**src/rtl/uart_rx_byte_if.sv**
```systemverilog
// Receive-side bundle of uart_rx_byte: serial line in, one-entry byte buffer with ready/read out.
// master is the line driver / byte consumer, slave is the receiver.
interface uart_rx_byte_if;
  logic       uart_rxd;
  logic       read_en;
  logic [7:0] read_data;
  logic       data_ready;
  logic       rx_valid;
  logic       frame_err;
  logic       overrun;
  logic       busy;

  modport master (
    output uart_rxd, read_en,
    input  read_data, data_ready, rx_valid, frame_err, overrun, busy
  );

  modport slave (
    input  uart_rxd, read_en,
    output read_data, data_ready, rx_valid, frame_err, overrun, busy
  );
endinterface

```
**src/rtl/uart_rx_byte.sv**
```systemverilog
// 8N1 UART receiver: 2-FF synchroniser, mid-bit sampling FSM and a one-entry output register
// with ready/read handshake, overrun flag and frame-error pulse.
module uart_rx_byte #(
  parameter int unsigned CLK_FREQ = 50_000_000,
  parameter int unsigned BAUD     = 9600
) (
  input  logic           clk_50M,
  input  logic           rst,
  uart_rx_byte_if.slave  rx_if
);

  localparam int unsigned BIT_CLKS  = CLK_FREQ / BAUD;
  localparam int unsigned HALF_CLKS = BIT_CLKS / 2;
  localparam int unsigned CNT_W     = $clog2(BIT_CLKS);
  localparam logic [CNT_W-1:0] BIT_LAST  = CNT_W'(BIT_CLKS - 1);
  localparam logic [CNT_W-1:0] HALF_LAST = CNT_W'(HALF_CLKS - 1);

  typedef enum logic [1:0] {StIdle, StStart, StData, StStop} state_e;

  state_e           r_state, w_state_nxt;
  logic [CNT_W-1:0] r_cnt, w_cnt_nxt;
  logic [2:0]       r_bit_idx, w_bit_idx_nxt;
  logic [7:0]       r_shreg, w_shreg_nxt;
  logic [7:0]       r_read_data, w_read_data_nxt;
  logic             r_data_ready, w_data_ready_nxt;
  logic             r_overrun, w_overrun_nxt;
  logic             r_rx_valid, w_rx_valid_nxt;
  logic             r_frame_err, w_frame_err_nxt;
  logic             r_sync1, r_sync2, r_prev;
  logic             w_fall;

  // r_sync2 is the synchronised line; r_prev is its previous value for edge detect.
  assign w_fall = r_prev & ~r_sync2;

  always_comb begin
    w_state_nxt      = r_state;
    w_cnt_nxt        = r_cnt;
    w_bit_idx_nxt    = r_bit_idx;
    w_shreg_nxt      = r_shreg;
    w_read_data_nxt  = r_read_data;
    w_data_ready_nxt = r_data_ready;
    w_overrun_nxt    = r_overrun;
    w_rx_valid_nxt   = 1'b0;
    w_frame_err_nxt  = 1'b0;

    if (rx_if.read_en && r_data_ready) begin
      w_data_ready_nxt = 1'b0;
      w_overrun_nxt    = 1'b0;
    end

    unique case (r_state)
      StIdle: begin
        if (w_fall) begin
          w_state_nxt = StStart;
          w_cnt_nxt   = '0;
        end
      end
      StStart: begin
        if (r_cnt == HALF_LAST) begin
          w_cnt_nxt = '0;
          if (!r_sync2) begin
            w_state_nxt   = StData;
            w_bit_idx_nxt = 3'd0;
          end else begin
            w_state_nxt = StIdle;
          end
        end else begin
          w_cnt_nxt = r_cnt + 1'b1;
        end
      end
      StData: begin
        if (r_cnt == BIT_LAST) begin
          w_cnt_nxt   = '0;
          w_shreg_nxt = {r_sync2, r_shreg[7:1]};
          if (r_bit_idx == 3'd7) begin
            w_state_nxt = StStop;
          end else begin
            w_bit_idx_nxt = r_bit_idx + 3'd1;
          end
        end else begin
          w_cnt_nxt = r_cnt + 1'b1;
        end
      end
      StStop: begin
        if (r_cnt == BIT_LAST) begin
          w_cnt_nxt   = '0;
          w_state_nxt = StIdle;
          if (r_sync2) begin
            // Newest byte wins; a simultaneous read consumes the old one, so no overrun.
            w_read_data_nxt  = r_shreg;
            w_data_ready_nxt = 1'b1;
            w_rx_valid_nxt   = 1'b1;
            if (r_data_ready && !rx_if.read_en) begin
              w_overrun_nxt = 1'b1;
            end
          end else begin
            w_frame_err_nxt = 1'b1;
          end
        end else begin
          w_cnt_nxt = r_cnt + 1'b1;
        end
      end
      default: w_state_nxt = StIdle;
    endcase
  end

  always_ff @(posedge clk_50M) begin
    if (rst) begin
      r_sync1      <= 1'b1;
      r_sync2      <= 1'b1;
      r_prev       <= 1'b1;
      r_state      <= StIdle;
      r_cnt        <= '0;
      r_bit_idx    <= 3'd0;
      r_shreg      <= 8'h00;
      r_read_data  <= 8'h00;
      r_data_ready <= 1'b0;
      r_overrun    <= 1'b0;
      r_rx_valid   <= 1'b0;
      r_frame_err  <= 1'b0;
    end else begin
      r_sync1      <= rx_if.uart_rxd;
      r_sync2      <= r_sync1;
      r_prev       <= r_sync2;
      r_state      <= w_state_nxt;
      r_cnt        <= w_cnt_nxt;
      r_bit_idx    <= w_bit_idx_nxt;
      r_shreg      <= w_shreg_nxt;
      r_read_data  <= w_read_data_nxt;
      r_data_ready <= w_data_ready_nxt;
      r_overrun    <= w_overrun_nxt;
      r_rx_valid   <= w_rx_valid_nxt;
      r_frame_err  <= w_frame_err_nxt;
    end
  end

  assign rx_if.read_data  = r_read_data;
  assign rx_if.data_ready = r_data_ready;
  assign rx_if.rx_valid   = r_rx_valid;
  assign rx_if.frame_err  = r_frame_err;
  assign rx_if.overrun    = r_overrun;
  assign rx_if.busy       = (r_state != StIdle);

endmodule

```
**src/flat_wrapper.sv**
```systemverilog
// flat-port wrapper written by rule: the top's interface ports become plain ports
module uart_rx_byte_flat 
#(
  parameter int unsigned CLK_FREQ = 50_000_000,
  parameter int unsigned BAUD     = 9600
)
  (clk_50M, rst, rx_if_uart_rxd, rx_if_read_en, rx_if_read_data, rx_if_data_ready, rx_if_rx_valid, rx_if_frame_err, rx_if_overrun, rx_if_busy);
  uart_rx_byte_if rx_if_i ();
  input  logic clk_50M;
  input  logic rst;
  input wire logic [$bits(rx_if_i.uart_rxd)-1:0] rx_if_uart_rxd;
  input wire logic [$bits(rx_if_i.read_en)-1:0] rx_if_read_en;
  output wire logic [$bits(rx_if_i.read_data)-1:0] rx_if_read_data;
  output wire logic [$bits(rx_if_i.data_ready)-1:0] rx_if_data_ready;
  output wire logic [$bits(rx_if_i.rx_valid)-1:0] rx_if_rx_valid;
  output wire logic [$bits(rx_if_i.frame_err)-1:0] rx_if_frame_err;
  output wire logic [$bits(rx_if_i.overrun)-1:0] rx_if_overrun;
  output wire logic [$bits(rx_if_i.busy)-1:0] rx_if_busy;
  assign rx_if_i.uart_rxd = rx_if_uart_rxd;
  assign rx_if_i.read_en = rx_if_read_en;
  assign rx_if_read_data = rx_if_i.read_data;
  assign rx_if_data_ready = rx_if_i.data_ready;
  assign rx_if_rx_valid = rx_if_i.rx_valid;
  assign rx_if_frame_err = rx_if_i.frame_err;
  assign rx_if_overrun = rx_if_i.overrun;
  assign rx_if_busy = rx_if_i.busy;
  uart_rx_byte #(.CLK_FREQ(CLK_FREQ), .BAUD(BAUD)) u_core (.clk_50M(clk_50M), .rst(rst), .rx_if(rx_if_i));
endmodule
```
**config.mk**
```make
export PLATFORM = sky130hd
export DESIGN_NAME = uart_rx_byte_flat
export DESIGN_NICKNAME = d
export VERILOG_FILES = /design/src/rtl/uart_rx_byte_if.sv /design/src/rtl/uart_rx_byte.sv /design/src/flat_wrapper.sv
export SDC_FILE = /design/constraint.sdc
export NUM_CORES = 1
export LEC_CHECK = 0
export CELL_PAD_IN_SITES_DETAIL_PLACEMENT = 1
export CELL_PAD_IN_SITES_GLOBAL_PLACEMENT = 1
export CORE_MARGIN = 4
export CORE_UTILIZATION = 43
export DETAILED_ROUTE_END_ITERATION = 6
export PLACE_DENSITY_LB_ADDON = 0.1
export SYNTH_ARGS = -nofsm -noshare
export SYNTH_HDL_FRONTEND = slang
export SYNTH_SLANG_ARGS = --single-unit
```
**constraint.sdc**
```tcl
create_clock -name clk_50M -period 3 [get_ports clk_50M]
set_clock_uncertainty 0.2 [all_clocks]
set_input_delay 0.45 -clock clk_50M [delete_from_list [all_inputs] [get_ports clk_50M]]
set_output_delay 0.45 -clock clk_50M [all_outputs]
set_load 0.02 [all_outputs]
```
Word level (Yosys, flattened, before mapping)

Cells that the tools add are included.

Logic and storage cells: 70
Bits in registers: 41

Add/sub/neg operators: 2
Equality and inequality tests: 13
Mux-type cells: 27
Reduce and logical (&&, ||, !) cells: 12
Bitwise gates (word level): 4

Operators with widths:

| kind                  | count |
|---|---|
| $mux 13               | 3 |
| $pmux 13 s3           | 1 |
| $add 13x1->13 const B | 1 |
| $eq 13x12->1 const B  | 1 |
| $eq 13x13->1 const B  | 1 |
| $mux 2                | 6 |
| $mux 3                | 4 |
| $mux 1                | 11 |
| $ne 2x1->1 const B    | 5 |
| $reduce_and 5->1      | 2 |
| $pmux 2 s4            | 1 |
| $pmux 3 s2            | 1 |
| $eq 2x2->1 const B    | 2 |
| $ne 2x2->1 const B    | 2 |
| $reduce_bool 2->1     | 2 |
| $add 3x1->3 const B   | 1 |
| $eq 3x3->1 const B    | 1 |
| $not 1->1             | 3 |
| $reduce_and 3->1      | 1 |
| $reduce_or 3->1       | 1 |
| $eq 2x1->1 const B    | 1 |
| $logic_and 1x1->1     | 2 |
| $logic_not 2->1       | 1 |
| $reduce_and 2->1      | 1 |
| other kinds (3)       | 3 |

Longest topological paths before layout

Gate-level depths: netlist (run 1).

Depth after elaboration: 6
Mapped depth: 7
Depth with buffers taken out: 6

Least setup slack after synthesis (run 1)

No wires, ideal clock.

Path type: register to register
Start point: register u_core.r_cnt[0]
End point: register (tool-made name)
Stages on the path, launching flop included: 7
Arrival: 1851 ps
Clock period less this slack: 2168 ps
Slack: 832 ps
Cells stage by stage: dfxtp_1 > ha_1 > or3b_1 > nor4b_4 > a221o_1 > a311oi_1 > a31o_2

RTL lines:

| item                     | RTL line            | text |
|---|---|---|
| start: declaration       | uart_rx_byte.sv:21  | `logic [CNT_W-1:0] r_cnt, w_cnt_nxt;` |
| start signal: assignment | uart_rx_byte.sv:126 | `r_cnt <= w_cnt_nxt;` |

Final worst setup path (run 1)

Start point: register u_core.r_cnt[0]
End point: register u_core.r_read_data[2], in the netlist u_core.rx_if.read_data[2]

Word-level cells in the longest chain between the ends: 2

RTL lines:

| item                       | RTL line            | text |
|---|---|---|
| $eq 13x13->1               | uart_rx_byte.sv:85  | `if (r_cnt == BIT_LAST) begin` |
| $reduce_and 3->1 (no line) | --                  |  |
| end signal: assignment     | uart_rx_byte.sv:129 | `r_read_data <= w_read_data_nxt;` |
| end: declaration           | uart_rx_byte.sv:24  | `logic [7:0] r_read_data, w_read_data_nxt;` |

Every way passes these cells.
A chain may end at the register's enable or synchronous reset.

==> results.cfg, run 1 <==
[routing]
via_count = 1570
routed_wl_um = 4470
wl_per_cell_um = 16.2
drc_errors = 0
firstDrtPassIters = 4
drt_first_iter_violations = 63
ant_nets = 0
via_per_inst = 5.69

[synthesis]
synthTopCellsByArea = dfxtp_1 (44%), ha_1 (5.4%), nand3_1 (4.8%)
synth_mux_area_share_pct = 4.28
ys_types = 43
syn_area_per_cell_um2 = 9.04
yosys.area_share.xor_xnor_pct = 4.21
seq_area_frac_synth_pct = 43.9
yosysMostFrequentCell = dfxtp_1
syn_area_um2 = 1870
yosys-top-cells-count = dfxtp_1 (41), nor2_1 (22), nand2_1 (20)
async_flop_share_pct = 0
synth_top_family_by_area = simple AND/OR/NAND/NOR gates
synth_nets = 219
yosys_warnings = 0
yosys_most_used_dff = dfxtp_1
synth_edf_count = 0
synthSimpleGateAreaFrac_pct = 26.5
synth_seq_cells = 41
synth_compound_area_share_pct = 12.7
yosysTopAreaCellShare_pct = 43.9
synth_top_area_cell = dfxtp_1
synth_fa_ha_area_share_pct = 5.35
syn_inst = 207

[placed_design]
place_congestion = 0.830
placed_cell_area_um2 = 2090
portBuffers = 16
hpwl_um = 3240

[floorplanning]
ioPinCount = 17
dieWidth_um = 74.0
die_area_um2 = 5470
start_util_pct = 45.5
rows = 23
core_area_um2 = 4120
die_y_um = 74.0

[clock_tree]
clock_latency_ps = 290
cts_tree = built
h-tree-depth = 2
holdBufCountCts = 0
cts_buffer_depth = 2
path_clk_slew_ps = 80
cts_buffers = 5
clock-sinks = 41
cts_root_buffer = clkbuf_8
post_cts_resized = 0
post_cts_buffers = 0

[setup_path]
endpoint_kind = flip-flop
critical_path_class = reg -> reg
cp.required_ps = 2990
reg2reg_depth = 6
start_kind = flip-flop
critPathMaxFanout = 10
worstPathArrival_ps = 2680

[finish]
design_area_um2 = 2180
register_area_um2 = 821
multi_input_area_um2 = 992
nets = 238
drive_gt1_share_pct = 7.52
nFillCells = 490
area_growth_pct = 16.5
final_util_pct = 52.9
antenna_cells = 0

[global_route]
grt_pass1_wl_um = 7700
grt_use_total_pct = 17.8
grt_overflow = 0
antenna_found_initial = 0
grt_max_degree = 19
first_global_vias = 1631

[run_status]
outcome = finished, final reports clean

[sta]
setup_viol = 0
fin_tns_setup_ps = 0
maxSlewHeadroom_pct = 49.3
hold_viol = 0
rsz0062_at_grt = false
report.final.slew_viol_count = 0
clock.fmax_mhz = 372
worst_pin_slew_ps = 758
min_period_ps = 2690
fin_hold_ws_ps = 214
finalCritPeriodShare_pct = 89.7

[job]
drv_cap = 0

[power_and_ir_drop]
pwr-share-clk_pct = 36.8
power.internal_w = 0.000758
p_leak_nw = 0.807
seq_power_share_pct = 54.7
p_sw_share_pct = 25.1
power_switching_w = 0.000254
power.density_nw_per_um2 = 465
peakVddDrop_uv = 263
p_comb_share_pct = 8.5

[worst_hold_path]
hp-class = reg -> reg
min_path_cells = 1
critical path, stage by stage (launching register included):
cell	delay (ps)
dfxtp_1	420
ha_1	260
or3b_1	420
nor4b_4	390
nand3_1	520
mux2i_1	310
nor2_1	60
sequential cells by signal (all words and copies together), names as in the netlist, named ones only:
register                 count
u_core.rx_if.data_ready      1
u_core.r_sync2               1
u_core.r_bit_idx             3
u_core.r_prev                1
u_core.r_shreg               8
u_core.r_sync1               1
u_core.rx_if.rx_valid        1
u_core.rx_if.read_data       8
u_core.r_state               1
u_core.r_cnt                13
u_core.rx_if.frame_err       1
placed cells by master, fill, tap and decap left out, types with 6 or more instances in the layout:
cell,n
ha_1,8
mux2i_1,8
nor2_1,22
nor2b_1,6
a21oi_1,13
nand2_1,20
clkdlybuf4s50_1,16
dfxtp_1,41
nand3_1,18
inv_1,6
clkbuf_8,6
path summary, 6_finish.rpt:
path | startpoint | endpoint | slack (ps)
max | u_core.r_cnt[0] | u_core.rx_if.read_data[2] | 310
min | u_core.r_sync1 | u_core.r_sync2 | 210
max reg2reg | u_core.r_cnt[0] | u_core.rx_if.read_data[2] | 310
min reg2reg | u_core.r_sync1 | u_core.r_sync2 | 210
kinds of logic (layout without fill, tap and decap cells):
logic type / Yosys count / count (layout)
compound gates: 34 / 34
xor+xnor: 9 / 9
fa+ha+maj: 8 / 8
buf+inv: 14 / 33
flops: 41 / 41
mux: 8 / 8
simple gates: 93 / 93
power by group through the flow:
stage,combinational [W],sequential [W],clock (W)
floorplan,0.0000570,0.000565,0
global placement,0.0000808,0.000566,0
detailed placement,0.0000859,0.000567,0
CTS,0.0000864,0.000554,0.000382
global route,0.0000956,0.000555,0.000403
finish,0.0000861,0.000554,0.000372
final cells by class:
| cell class | instances | share of cell area [%] |
|---|---|---|
| multi-input cells | 152 | 45.5 |
| flip-flops and latches | 41 | 37.7 |
| repair buffers | 20 | 8.73 |
| clock buffers | 6 | 3.79 |
| well taps | 50 | 2.87 |
| inverters | 6 | 1.03 |
| clock inverters | 1 | 0.345 |
per-layer routing:
layer | up-vias | part of all wire (%) | global-route usage, %
met5 | - | 0 | 0
met4 | 0 | 1.7 | 6.24
met3 | 7 | 2.9 | 3.78
met2 | 20 | 46 | 28.0
met1 | 770 | 49 | 24.2
li1 | 773 | - | -
through the flow:
step	total power, W	setup WS [ps]	instances
floorplan	0.000622	832	207
global placement	0.000647	464	269
detailed placement	0.000653	325	269
CTS	0.00102	304	276
global route	0.00105	73.4	276
finish	0.00101	309	276
Note: power is estimated with default switching activity, not from simulation.
==> run 2, diff against run 1 <==
Settings changed: CORE_MARGIN 4 to 2.
==> run 2 against run 1 <==
Cell count unchanged; sequential power is essentially flat; die area shrank 11%; clock power increased by 14%; setup slack better by 60 ps; count of clock-buffer cells in the layout is 1 lower; core utilization grew 0.71 points; first-iteration DRC count down 16%.
==> results.cfg, run 2 (synthesis gave the netlist of run 1 again) <==
[power_and_ir_drop]
power.density_nw_per_um2 = 486
finalPower_w = 0.00107
peakVddDrop_uv = 290
p_leak_nw = 0.818

[setup_path]
cp.required_ps = 2990
slowest_stage = nand3_1
cp_num_buf_inv = 0
crit_start = u_core.r_cnt[0]
cp_top_family = simple AND/OR/NAND/NOR gates
worstReg2RegEnd = u_core.rx_if.read_data[2]
start_kind = flip-flop
critPathCapture = u_core.rx_if.read_data[2]
path_cells = ha_1, or3b_1, nor4b_4, nand3_1, mux2i_1, nor2_1
cp.depth = 6
critPathMaxStageDelay_ps = 500
critPathMaxFanout = 10
reg2reg_depth = 6
worstPathArrival_ps = 2620
worstReg2RegStart = u_core.r_cnt[0]
r2r_slack_ps = 370
endpoint_kind = flip-flop
critical_path_class = reg -> reg

[global_route]
first_global_vias = 1618
antenna_found_initial = 0
grt_max_degree = 17
grt_pass1_wl_um = 7840
grt_overflow = 0
grt_use_total_pct = 19.8

[sta]
hold_viol = 0
maxSlewHeadroom_pct = 45.8
clock.fmax_mhz = 380
min_period_ps = 2630
rsz0062_at_grt = false
finalCritPeriodShare_pct = 87.7
setup_slack_ps = 368
fin_tns_setup_ps = 0
setup_viol = 0
worst_pin_slew_ps = 805
report.final.slew_viol_count = 0

[placed_design]
portBuffers = 16
placed_cell_area_um2 = 2090
hpwl_um = 3400
pre_cts_slack_ps = 376
place_congestion = 0.814

[worst_hold_path]
hp-class = reg -> reg

[clock_tree]
holdBufCountCts = 0
post_cts_buffers = 0
clock-sinks = 41
cts_root_buffer = clkbuf_8
h-tree-depth = 2
cts_tree = built
clock_latency_ps = 290
path_clk_slew_ps = 80
cts_buffer_depth = 2
cts_buffers = 5
post_cts_resized = 0

[floorplanning]
die_y_um = 70.0
rows = 23
die_area_um2 = 4890
dieWidth_um = 70.0
core_area_um2 = 4090
ioPinCount = 17
start_util_pct = 45.8

[finish]
largest_register_ffs = 13
nets = 238
drive_gt1_share_pct = 7.52
regMostFlops = u_core.r_cnt
area_growth_pct = 17.2
nFillCells = 482
layout_common_cells = dfxtp_1 (41), nor2_1 (22), nand2_1 (20)
final_util_pct = 53.6
layout_commonest_cell = dfxtp_1
design_area_um2 = 2190
antenna_cells = 0

[routing]
via_count = 1551
drc_errors = 0
via_per_inst = 5.62
drt_first_iter_violations = 53
routed_wl_um = 4620
ant_nets = 0
firstDrtPassIters = 4
wl_per_cell_um = 16.7

[job]
drv_cap = 0

[run_status]
outcome = finished, final reports clean
-- run 2: cell types whose count changed in the layout (fill, tap and decap cells not counted), sizes merged --
cell	previous run	this run
clkinvlp	1	0
bufinv	0	1
clkbuf	6	5
clkinv	0	1
-- run 2: power by group --
part	internal, W	switching [W]
sequential	0.000548	0.00000628
clock	0.000242	0.000183
combinational	0.0000286	0.0000582
total	0.000819	0.000248
-- run 2: how the worst min path moves through the flow --
stage | start | to | slack, ps | cells after the start
3_3_place_gp | u_core.r_sync1 | u_core.r_sync2 | 190 | 1
2_1_floorplan | u_core.r_sync1 | u_core.r_sync2 | 190 | 1
5_1_grt | u_core.r_sync1 | u_core.r_sync2 | 230 | 1
4_1_cts | u_core.r_sync1 | u_core.r_sync2 | 220 | 1
6_report | u_core.r_sync1 | u_core.r_sync2 | 220 | 1
3_5_place_dp | u_core.r_sync1 | u_core.r_sync2 | 200 | 1
-- run 2: area by class of cell --
class	instances	area, um2	area share, %
inverter	6	22.5	1.03
multi-input combinational	152	992	45.3
sequential	41	821	37.4
clock inverter	2	35.0	1.60
timing repair buffer	20	190	8.68
tap	50	62.6	2.85
clock buffer	5	68.8	3.14
-- run 2: per-layer routing --
layer  share of wire, %  GRT usage, %  routed length, um  vias up
li1                   -             -                  -      768
met1                 47          24.9               2190      760
met2                 48          34.0               2240       17
met3                3.1          5.05                145        6
met4               0.95          4.49                 44        0
met5                  0             0                  0        -
-- run 2: through the flow --
| stage | cells | hold slack, ps |
|---|---|---|
| floorplan | 207 | 189 |
| finish | 276 | 220 |
| global route | 276 | 228 |
| global placement | 269 | 194 |
| detailed placement | 269 | 201 |
| CTS | 276 | 218 |
